--- src/rtl/cb_arb_pkg.sv ---
// Shared types and helpers for the cross-bar arbiters.
package cb_arb_pkg;

  typedef enum logic [1:0] {IDLE, WAIT, DONE} wr_arb_state_t;

  // Index width that never collapses to zero for single-entry ranges.
  function automatic int unsigned sel_width(input int unsigned n);
    return (n > 1) ? $clog2(n) : 1;
  endfunction

endpackage

--- src/rtl/rr_arbiter.sv ---
// Combinational round-robin priority encoder: scans last+1, last+2, ... mod N.
module rr_arbiter
  import cb_arb_pkg::*;
#(
  parameter int unsigned N  = 2,
  parameter int unsigned IW = sel_width(N)
) (
  input  logic [N-1:0]  req,
  input  logic [IW-1:0] last,
  output logic [IW-1:0] gnt_idx,
  output logic          any
);

  logic [IW-1:0] w_idx;

  always_comb begin
    gnt_idx = '0;
    any     = 1'b0;
    w_idx   = '0;
    for (int unsigned k = 1; k <= N; k++) begin
      w_idx = IW'((32'(last) + k) % N);
      if (!any && req[w_idx]) begin
        any     = 1'b1;
        gnt_idx = w_idx;
      end
    end
  end

endmodule

--- src/rtl/slave_wr_arbiter.sv ---
// Per-slave write-channel arbiter: round-robin grant among masters addressing
// SLAVE_ID, req/ack handshake to the slave, one-cycle ack or timeout error back.
module slave_wr_arbiter
  import cb_arb_pkg::*;
#(
  parameter int unsigned AWIDTH     = 32,
  parameter int unsigned DWIDTH     = 32,
  parameter int unsigned MASTER_NUM = 2,
  parameter int unsigned SLAVE_ID   = 0,
  parameter int unsigned TIMEOUT    = 255,
  localparam int unsigned SW        = sel_width(MASTER_NUM)
) (
  input  logic                         aclk,
  input  logic                         aresetn,
  input  logic [MASTER_NUM-1:0]        m_req,
  input  logic [MASTER_NUM*SW-1:0]     m_sel,
  input  logic [MASTER_NUM*AWIDTH-1:0] m_addr,
  input  logic [MASTER_NUM*DWIDTH-1:0] m_wdata,
  output logic [MASTER_NUM-1:0]        m_ack,
  output logic [MASTER_NUM-1:0]        m_err,
  output logic                         s_req,
  output logic [AWIDTH-1:0]            s_addr,
  output logic [DWIDTH-1:0]            s_wdata,
  input  logic                         s_ack,
  output logic [SW-1:0]                grant_id,
  output logic                         busy
);

  localparam int unsigned CW = sel_width(TIMEOUT);

  wr_arb_state_t         r_state, w_next;
  logic [MASTER_NUM-1:0] w_elig;
  logic [SW-1:0]         w_win;
  logic                  w_any;
  logic                  w_tmo;

  logic [SW-1:0]         r_last;
  logic [SW-1:0]         r_gid;
  logic [CW-1:0]         r_cnt;
  logic                  r_sreq;
  logic [AWIDTH-1:0]     r_addr;
  logic [DWIDTH-1:0]     r_wdata;
  logic [MASTER_NUM-1:0] r_ack;
  logic [MASTER_NUM-1:0] r_err;

  always_comb begin
    w_elig = '0;
    for (int unsigned i = 0; i < MASTER_NUM; i++) begin
      w_elig[i] = m_req[i] && (m_sel[i*SW +: SW] == SW'(SLAVE_ID));
    end
  end

  // Pointer lives here so it advances only when a transaction completes.
  rr_arbiter #(
    .N  (MASTER_NUM),
    .IW (SW)
  ) u_rr (
    .req     (w_elig),
    .last    (r_last),
    .gnt_idx (w_win),
    .any     (w_any)
  );

  assign w_tmo = (r_cnt == CW'(TIMEOUT - 1));

  always_ff @(posedge aclk) begin
    if (!aresetn) r_state <= IDLE;
    else          r_state <= w_next;
  end

  always_comb begin
    w_next = r_state;
    case (r_state)
      IDLE:    if (w_any) w_next = WAIT;
      WAIT:    if (s_ack || w_tmo) w_next = DONE;
      DONE:    w_next = IDLE;
      default: w_next = IDLE;
    endcase
  end

  always_ff @(posedge aclk) begin
    if (!aresetn) begin
      r_last  <= SW'(MASTER_NUM - 1);
      r_gid   <= '0;
      r_cnt   <= '0;
      r_sreq  <= 1'b0;
      r_addr  <= '0;
      r_wdata <= '0;
      r_ack   <= '0;
      r_err   <= '0;
    end else begin
      r_ack <= '0;
      r_err <= '0;
      case (r_state)
        IDLE: begin
          if (w_any) begin
            r_gid   <= w_win;
            r_addr  <= m_addr[w_win*AWIDTH +: AWIDTH];
            r_wdata <= m_wdata[w_win*DWIDTH +: DWIDTH];
            r_sreq  <= 1'b1;
            r_cnt   <= '0;
          end
        end
        WAIT: begin
          // Ack takes precedence over a coincident timeout.
          if (s_ack) begin
            r_sreq       <= 1'b0;
            r_ack[r_gid] <= 1'b1;
            r_last       <= r_gid;
          end else if (w_tmo) begin
            r_sreq       <= 1'b0;
            r_err[r_gid] <= 1'b1;
            r_last       <= r_gid;
          end else begin
            r_cnt <= r_cnt + 1'b1;
          end
        end
        default: ;
      endcase
    end
  end

  assign s_req    = r_sreq;
  assign s_addr   = r_addr;
  assign s_wdata  = r_wdata;
  assign m_ack    = r_ack;
  assign m_err    = r_err;
  assign grant_id = r_gid;
  assign busy     = (r_state != IDLE);

endmodule

--- config.mk ---
export PLATFORM = sky130hd
export DESIGN_NAME = slave_wr_arbiter
export DESIGN_NICKNAME = d
export VERILOG_FILES = /design/src/rtl/cb_arb_pkg.sv /design/src/rtl/rr_arbiter.sv /design/src/rtl/slave_wr_arbiter.sv
export SDC_FILE = /design/constraint.sdc
export NUM_CORES = 1
export LEC_CHECK = 0
export BUFFER_PORTS_ARGS = -buffer_cell sky130_fd_sc_hd__buf_2
export CORE_AREA = 3 3 100 102
export CTS_CLUSTER_SIZE = 12
export DETAILED_ROUTE_END_ITERATION = 12
export DIE_AREA = 0 0 103 105
export GPL_TIMING_DRIVEN = 0
export PLACE_DENSITY = 0.74
export SYNTH_ARGS = -nofsm -noshare
export SYNTH_HDL_FRONTEND = slang
export SYNTH_SLANG_ARGS = --single-unit
--- constraint.sdc ---
create_clock -name aclk -period 1.6 [get_ports aclk]
set_input_delay 0.16 -clock aclk [delete_from_list [all_inputs] [get_ports aclk]]
set_output_delay 0.16 -clock aclk [all_outputs]
set_load 0.05 [all_outputs]
==> out/results.txt, run 1 <==
Part of the power in registers: 42.5%
Sequential share of the synthesized area: 46.06%
Setup TNS: 0 ns
Clock power frac: 26.3%
I/O pin count: 206
Layout Nets: 728
Vias per cell: 4.969
Clock tree from TritonCTS: done
Hold Vio Cnt, Final: 0
DP Wirelength: 7.994 mm
Worst clock skew: 0.01537 ns
CTS root buf: clkbuf_8
CTS HTree Levels: 3
Fin cells: 706
Ys Warns: 0
Iteration count of the initial detailed-routing pass: 4
Period utilization: 97.73%
CP startpoint kind: flip-flop
Via count: 3508
DIE HEIGHT: 105 microns
Most area-hungry cell type in the Yosys netlist: dfxtp_1
Lkg Pwr: 2.658 nW
Number of flops mapped to enable cells by yosys: 0
DRC: 0
Highest Clock Rate: 0.6395 GHz
WHS: 0.04355 ns
Critical path class: flip-flop to flip-flop
Initial antenna violation count: 0
Vias in the first global route: 3286
Top FF cell, synth: dfxtp_1
Wire per inst: 14.57 microns
Synthesized Nets: 504
First-pass GRT wire length: 15.32 mm
FF+latch count, synth: 81
Synth Area per Inst: 9.594 sq um
FFs w/ async S/R, synth: 0%
Buffers added on ports: 205
Hold buffers post-CTS: 0
Die Wd: 103 microns
Total power: 5.375 mW
Post-route design area: 0.005090 sq mm
Tmin final: 1.564 ns
RSZ-0062 raised after global routing: yes
Max-slew violations: 0
Final setup fails: 0
Tightest Pin Transition: 0.4686 ns
Area Overhead vs Synth: 44.56%
Yosys cell types: 30
Starting Density: 38.29%
Post-Syn Instances: 367
Clk_lat worst skew: 0.35 ns
Final setup margin: 0.03626 ns
Placed cells: 683
Iter 0 DRT Violations: 98
P per Cell Area: 1056 mW/mm^2
CTS buffer count: 9
Cell internal pwr: 3.457 mW
Critical path endpoint category: flip-flop
Top cells by area, synth: dfxtp_1, mux2i_1, a211oi_1
Crit-path max FO: 5
Fillers: 849
Cells on worst reg2reg path: 6
Routed wire length: 10.29 mm
Post-Route Utilization: 55.35%
GRT overflow: 0
Share of layout cells above drive strength 1: 44.87%
HP Class: input pin to flip-flop
Max-cap violations: 0
Die ar.: 0.01082 sq mm
Row cnt: 35
Worst path required time: 1.88 ns
Hold depth: 2
Gpl congestion: 0.8209
CTS max path bufs: 2
Largest net degree at the start of global routing: 13
Outcome: completed
Comb pwr share: 31.2%
Post-route ant nets: 0
Slew margin rel.: 68.76%
Maximum VDD drop: 424.5 uV
Dpl cell area: 0.004688 sq mm
Overall Global Routing Usage: 17.85%
P_sw: 1.918 mW
Clock sink total: 81
N_diodes: 0
Core Area: 0.009196 sq mm
Place WS: -0.1992 ns
CP arrival: 1.84 ns
Switching portion of total power: 35.68%
Clk slew on worst S/H paths: 0.09 ns
Synth Cell Area: 0.003521 sq mm
Top-area cell type share of the netlist area: 46.06%
cells in the final DEF (no fill, tap or decap), drive strengths merged:
cell type,instances
nand3,3
nand4,2
mux2i,64
clkinv,1
and3,1
inv,5
or3,5
nand2b,4
dfxtp,81
a21oi,9
buf,226
bufinv,1
nor2,75
nand2,5
o221ai,2
nor2b,1
mux2,1
o21ai,4
a211oi,64
clkinvlp,1
xor2,2
or2,2
clkbuf,27
o22ai,1
o211ai,2
nor4,3
o21bai,1
ha,2
power groups by stage:
stage	sequential [mW]	clock, mW	combinational, mW
2_1_floorplan	2.93	0	0.515
3_3_place_gp	2.32	0	1.58
3_5_place_dp	2.33	0	1.60
4_1_cts	2.28	1.45	1.63
5_1_grt	2.31	1.52	1.80
6_report	2.28	1.41	1.68
path summary, 6_finish.rpt:
check              to       start  slack [ns]
min reg2reg  r_cnt[1]    r_cnt[1]        0.48
min            r_last     aresetn        0.04
max          r_cnt[5]  r_state[1]        0.04
max reg2reg  r_cnt[5]  r_state[1]        0.04
cells in the mapped netlist, drive strengths merged, types with 4 or more instances:
master  count
nand2b      4
nand2       5
mux2i      64
or3         5
o21ai       4
clkbuf     12
buf        16
nor2       75
a21oi       9
inv         5
a211oi     64
dfxtp      81
critical path, stage by stage, from the launching register on:
cell	delay [ns]
dfxtp_2	0.33
or2_4	0.26
a21oi_4	0.17
buf_6	0.14
o221ai_4	0.11
or3_4	0.35
a21oi_2	0.12
timing repair:
item / in CTS / in global routing
gates resized for setup: 8 / 46
setup endpoints to repair: 74 / 70
pin swaps: 0 / 4
setup buffers: 3 / 5
logic make-up after synthesis:
logic type      Yosys count  share of synthesized area (%)
buf+inv                  33                          4.584
compound gates           83                          17.48
flops                    81                          46.06
fa+ha+maj                 2                         0.7106
xor+xnor                  2                         0.4976
mux                      65                          18.51
simple gates            101                          12.15
sequential cells by signal, summed over array words and instances, names as in the netlist:
name	count
m_ack	2
s_req	1
s_wdata	32
r_last	1
grant_id	1
m_err	2
r_cnt	8
r_state	2
s_addr	32
area by class of cell:
class / count / area, sq um / area share [%]
well taps: 111 / 138.9 / 2.729
clock buffers: 12 / 135.1 / 2.655
clock inverters: 3 / 42.54 / 0.8358
flip-flops and latches: 81 / 1627 / 31.96
multi-input cells: 253 / 1809 / 35.55
repair buffers: 213 / 1102 / 21.66
plain buffers: 28 / 216.5 / 4.253
inverters: 5 / 18.77 / 0.3687
metal layers:
metal / up-vias / GRT usage (%) / share of wire, %
met1: 1585 / 20.85 / 42
met3: 15 / 3.271 / 6.3
met4: 0 / 7.771 / 1.9
li1: 1770 / - / -
met5: - / 0 / 0
met2: 138 / 31.12 / 50
No activity file was read; power rests on OpenSTA's default activity.
==> run 2, diff against run 1 <==
==> config.mk (replaced) <==
export PLATFORM = sky130hd
export DESIGN_NAME = slave_wr_arbiter
export DESIGN_NICKNAME = d
export VERILOG_FILES = /design/src/rtl/cb_arb_pkg.sv /design/src/rtl/rr_arbiter.sv /design/src/rtl/slave_wr_arbiter.sv
export SDC_FILE = /design/constraint.sdc
export NUM_CORES = 1
export LEC_CHECK = 0
export CORE_AREA = 3 3 98 100
export CTS_CLUSTER_SIZE = 12
export DETAILED_ROUTE_END_ITERATION = 12
export DIE_AREA = 0 0 101 103
export DONT_BUFFER_PORTS = 1
export GPL_TIMING_DRIVEN = 0
export SYNTH_ARGS = -nofsm -noshare
export SYNTH_HDL_FRONTEND = slang
export SYNTH_SLANG_ARGS = --single-unit
==> run 2 against run 1 <==
Clock skew shrank 0.0069 ns. Clock power grew 22%. Critical path type unchanged. Total power grew 3.4%. Routed wire length shrank 1.1%. Via count shrank 18%. Core utilization shrank 4.8 points. First-iteration DRC count shrank 46%. The run now ends with setup timing left. Die area shrank 3.8%. Highest routed layer unchanged.
==> out/results.txt, run 2 (synthesized netlist as in run 1, its figures left out) <==
Outcome: finished, violations left (was completed)
Failing checks: setup timing
Crit-path max FO: 6 (was 5)
Row cnt: 34 (was 35)
I/O pin count: 206 (unchanged)
DRC: 0 (unchanged)
CTS root buf: clkbuf_8 (unchanged)
CTS buffer count: 9 (unchanged)
CP startpoint kind: flip-flop (unchanged)
GRT overflow: 0 (unchanged)
Place WS: -0.4053 ns (was -0.1992 ns)
Gpl congestion: 0.7294 (was 0.8209)
Iter 0 DRT Violations: 53 (was 98)
Vias in the first global route: 2806 (was 3286)
Clk_lat worst skew: 0.35 ns (about the same)
Wire per inst: 20.14 microns (was 14.57 microns)
Fin cells: 505 (was 706)
Hold worst-path end: s_wdata[17] (was r_last)
Worst clock skew: 0.008483 ns (was 0.01537 ns)
Buffers added on ports: 0 (was 205)
Total power: 5.557 mW (was 5.375 mW)
Overall Global Routing Usage: 17.64% (was 17.85%)
N_diodes: 0 (unchanged)
Initial antenna violation count: 0 (unchanged)
Period utilization: 102.1% (was 97.73%)
Worst Setup SP: r_state[1] (unchanged)
Final setup fails: 5 (was 0)
Slew margin rel.: 55.92% (was 68.76%)
CTS HTree Levels: 3 (unchanged)
R2r endpoint: s_addr[27] (was r_cnt[5])
R2r startpoint: r_state[1] (unchanged)
Hold Path Origin: m_wdata[49] (was aresetn)
P per Cell Area: 1254 mW/mm^2 (was 1056 mW/mm^2)
Max-cap violations: 0 (unchanged)
Largest net degree at the start of global routing: 14 (was 13)
Hold Vio Cnt, Final: 0 (unchanged)
HP Class: input pin to flip-flop (unchanged)
Max-slew violations: 0 (unchanged)
Die ar.: 0.01040 sq mm (was 0.01082 sq mm)
Critical path class: flip-flop to flip-flop (unchanged)
Clk slew on worst S/H paths: 0.08 ns (was 0.09 ns)
Core Area: 0.008763 sq mm (was 0.009196 sq mm)
Hold depth: 2 (unchanged)
DP Wirelength: 7.167 mm (was 7.994 mm)
Vias per cell: 5.701 (was 4.969)
Routed wire length: 10.17 mm (was 10.29 mm)
Highest Clock Rate: 0.6120 GHz (was 0.6395 GHz)
Cells on worst reg2reg path: 7 (was 6)
Lkg Pwr: 1.900 nW (was 2.658 nW)
R2R Setup Slk: -0.03 ns (was 0.04 ns)
CTS max path bufs: 2 (unchanged)
Share of layout cells above drive strength 1: 25.19% (was 44.87%)
Commonest non-fill, non-tap cell in the layout: dfxtp_1 (was buf_2)
Iteration count of the initial detailed-routing pass: 4 (unchanged)
Post-route ant nets: 0 (unchanged)
Clock sink total: 81 (unchanged)
First-pass GRT wire length: 14.09 mm (was 15.32 mm)
Via count: 2879 (was 3508)
Maximum VDD drop: 522.3 uV (was 424.5 uV)
Clock tree from TritonCTS: done (unchanged)
Area Overhead vs Synth: 25.84% (was 44.56%)
RSZ-0062 raised after global routing: yes (unchanged)
Tightest Pin Transition: 0.6612 ns (was 0.4686 ns)
Die Wd: 101 microns (was 103 microns)
DIE HEIGHT: 103 microns (was 105 microns)
Most frequent cells in the layout: dfxtp_1, mux2i_1, nor2_1, a211oi_1, a211oi_2 (was buf_2, dfxtp_1, nor2_1, mux2i_1, a211oi_1)
Worst path required time: 1.87 ns (was 1.88 ns)
CP arrival: 1.90 ns (was 1.84 ns)
Final setup margin: -0.03391 ns (was 0.03626 ns)
Layout Nets: 529 (was 728)
Tmin final: 1.634 ns (was 1.564 ns)
Placed cells: 475 (was 683)
Starting Density: 40.18% (was 38.29%)
Critical path endpoint category: flip-flop (unchanged)
Fillers: 822 (was 849)
run 2: per-stage QoR:
stage	util, %	setup TNS (ns)	instance area [sq um]	hold WS, ns
final	50.56	-0.1195	4431	0.03363
after global routing	50.56	-1.531	4431	0.03379
after CTS	45.75	-0.1227	4009	0.02758
after detailed placement	41.75	-18.94	3659	0.2425
after global placement	41.75	-17.72	3659	0.2405
after floorplan	-	0	3523	0.2385
run 2: cell type report:
class	instances	area [sq um]	area share (%)
Sequential cell	81	1623	36.63
Clock buffer	12	155.1	3.502
Multi-Input combinational cell	253	1982	44.73
Inverter	5	18.77	0.4236
Clock inverter	4	73.82	1.666
Tap cell	108	135.1	3.050
Timing Repair Buffer	14	185.2	4.180
Buffer	28	257.7	5.818
run 2: routing by layer:
layer / up-vias / track usage (%) / part of all wire, % / wire [microns]
met5: - / 0 / 0 / 0
met1: 1350 / 20.21 / 39 / 3941
met3: 10 / 6.360 / 9.6 / 980
met2: 140 / 30.73 / 51 / 5148
met4: 0 / 5.624 / 0.98 / 100
li1: 1379 / - / - / -
run 2: worst max-delay path by stage:
| stage | end | slack (ns) | cells after the start |
|---|---|---|---|
| after floorplan | s_addr[23] | 0.08 | 6 |
| after global placement | s_addr[30] | -0.32 | 6 |
| after detailed placement | s_addr[29] | -0.41 | 6 |
| after CTS | r_cnt[5] | -0.04 | 6 |
| after global routing | r_cnt[5] | -0.12 | 6 |
| final | s_addr[27] | -0.03 | 7 |
run 2: where the power goes:
part           total [mW]  internal (mW)  leakage [nW]  switching [mW]
clock                1.72          0.969         0.117           0.749
combinational       0.901          0.418          1.11           0.483
sequential           2.94           2.19         0.669           0.743
total                5.56           3.58          1.90            1.98
run 2: what timing repair did:
action / CTS / global route
gates resized for setup: 21 / 88
setup buffers: 2 / 6
setup endpoints to repair: 74 / 75
hold endpoints to repair: 5 / 3
gates cloned: 0 / 3
hold buffers: 2 / 1
pin swaps: 8 / 28
run 2: worst max-delay path, stage by stage (launching register included):
cell and delay [ns]:
dfxtp_2 0.33, or2_4 0.33, a21oi_4 0.18, buf_12 0.15
buf_12 0.14, clkbuf_16 0.16, nor2_4 0.03, a211oi_2 0.22
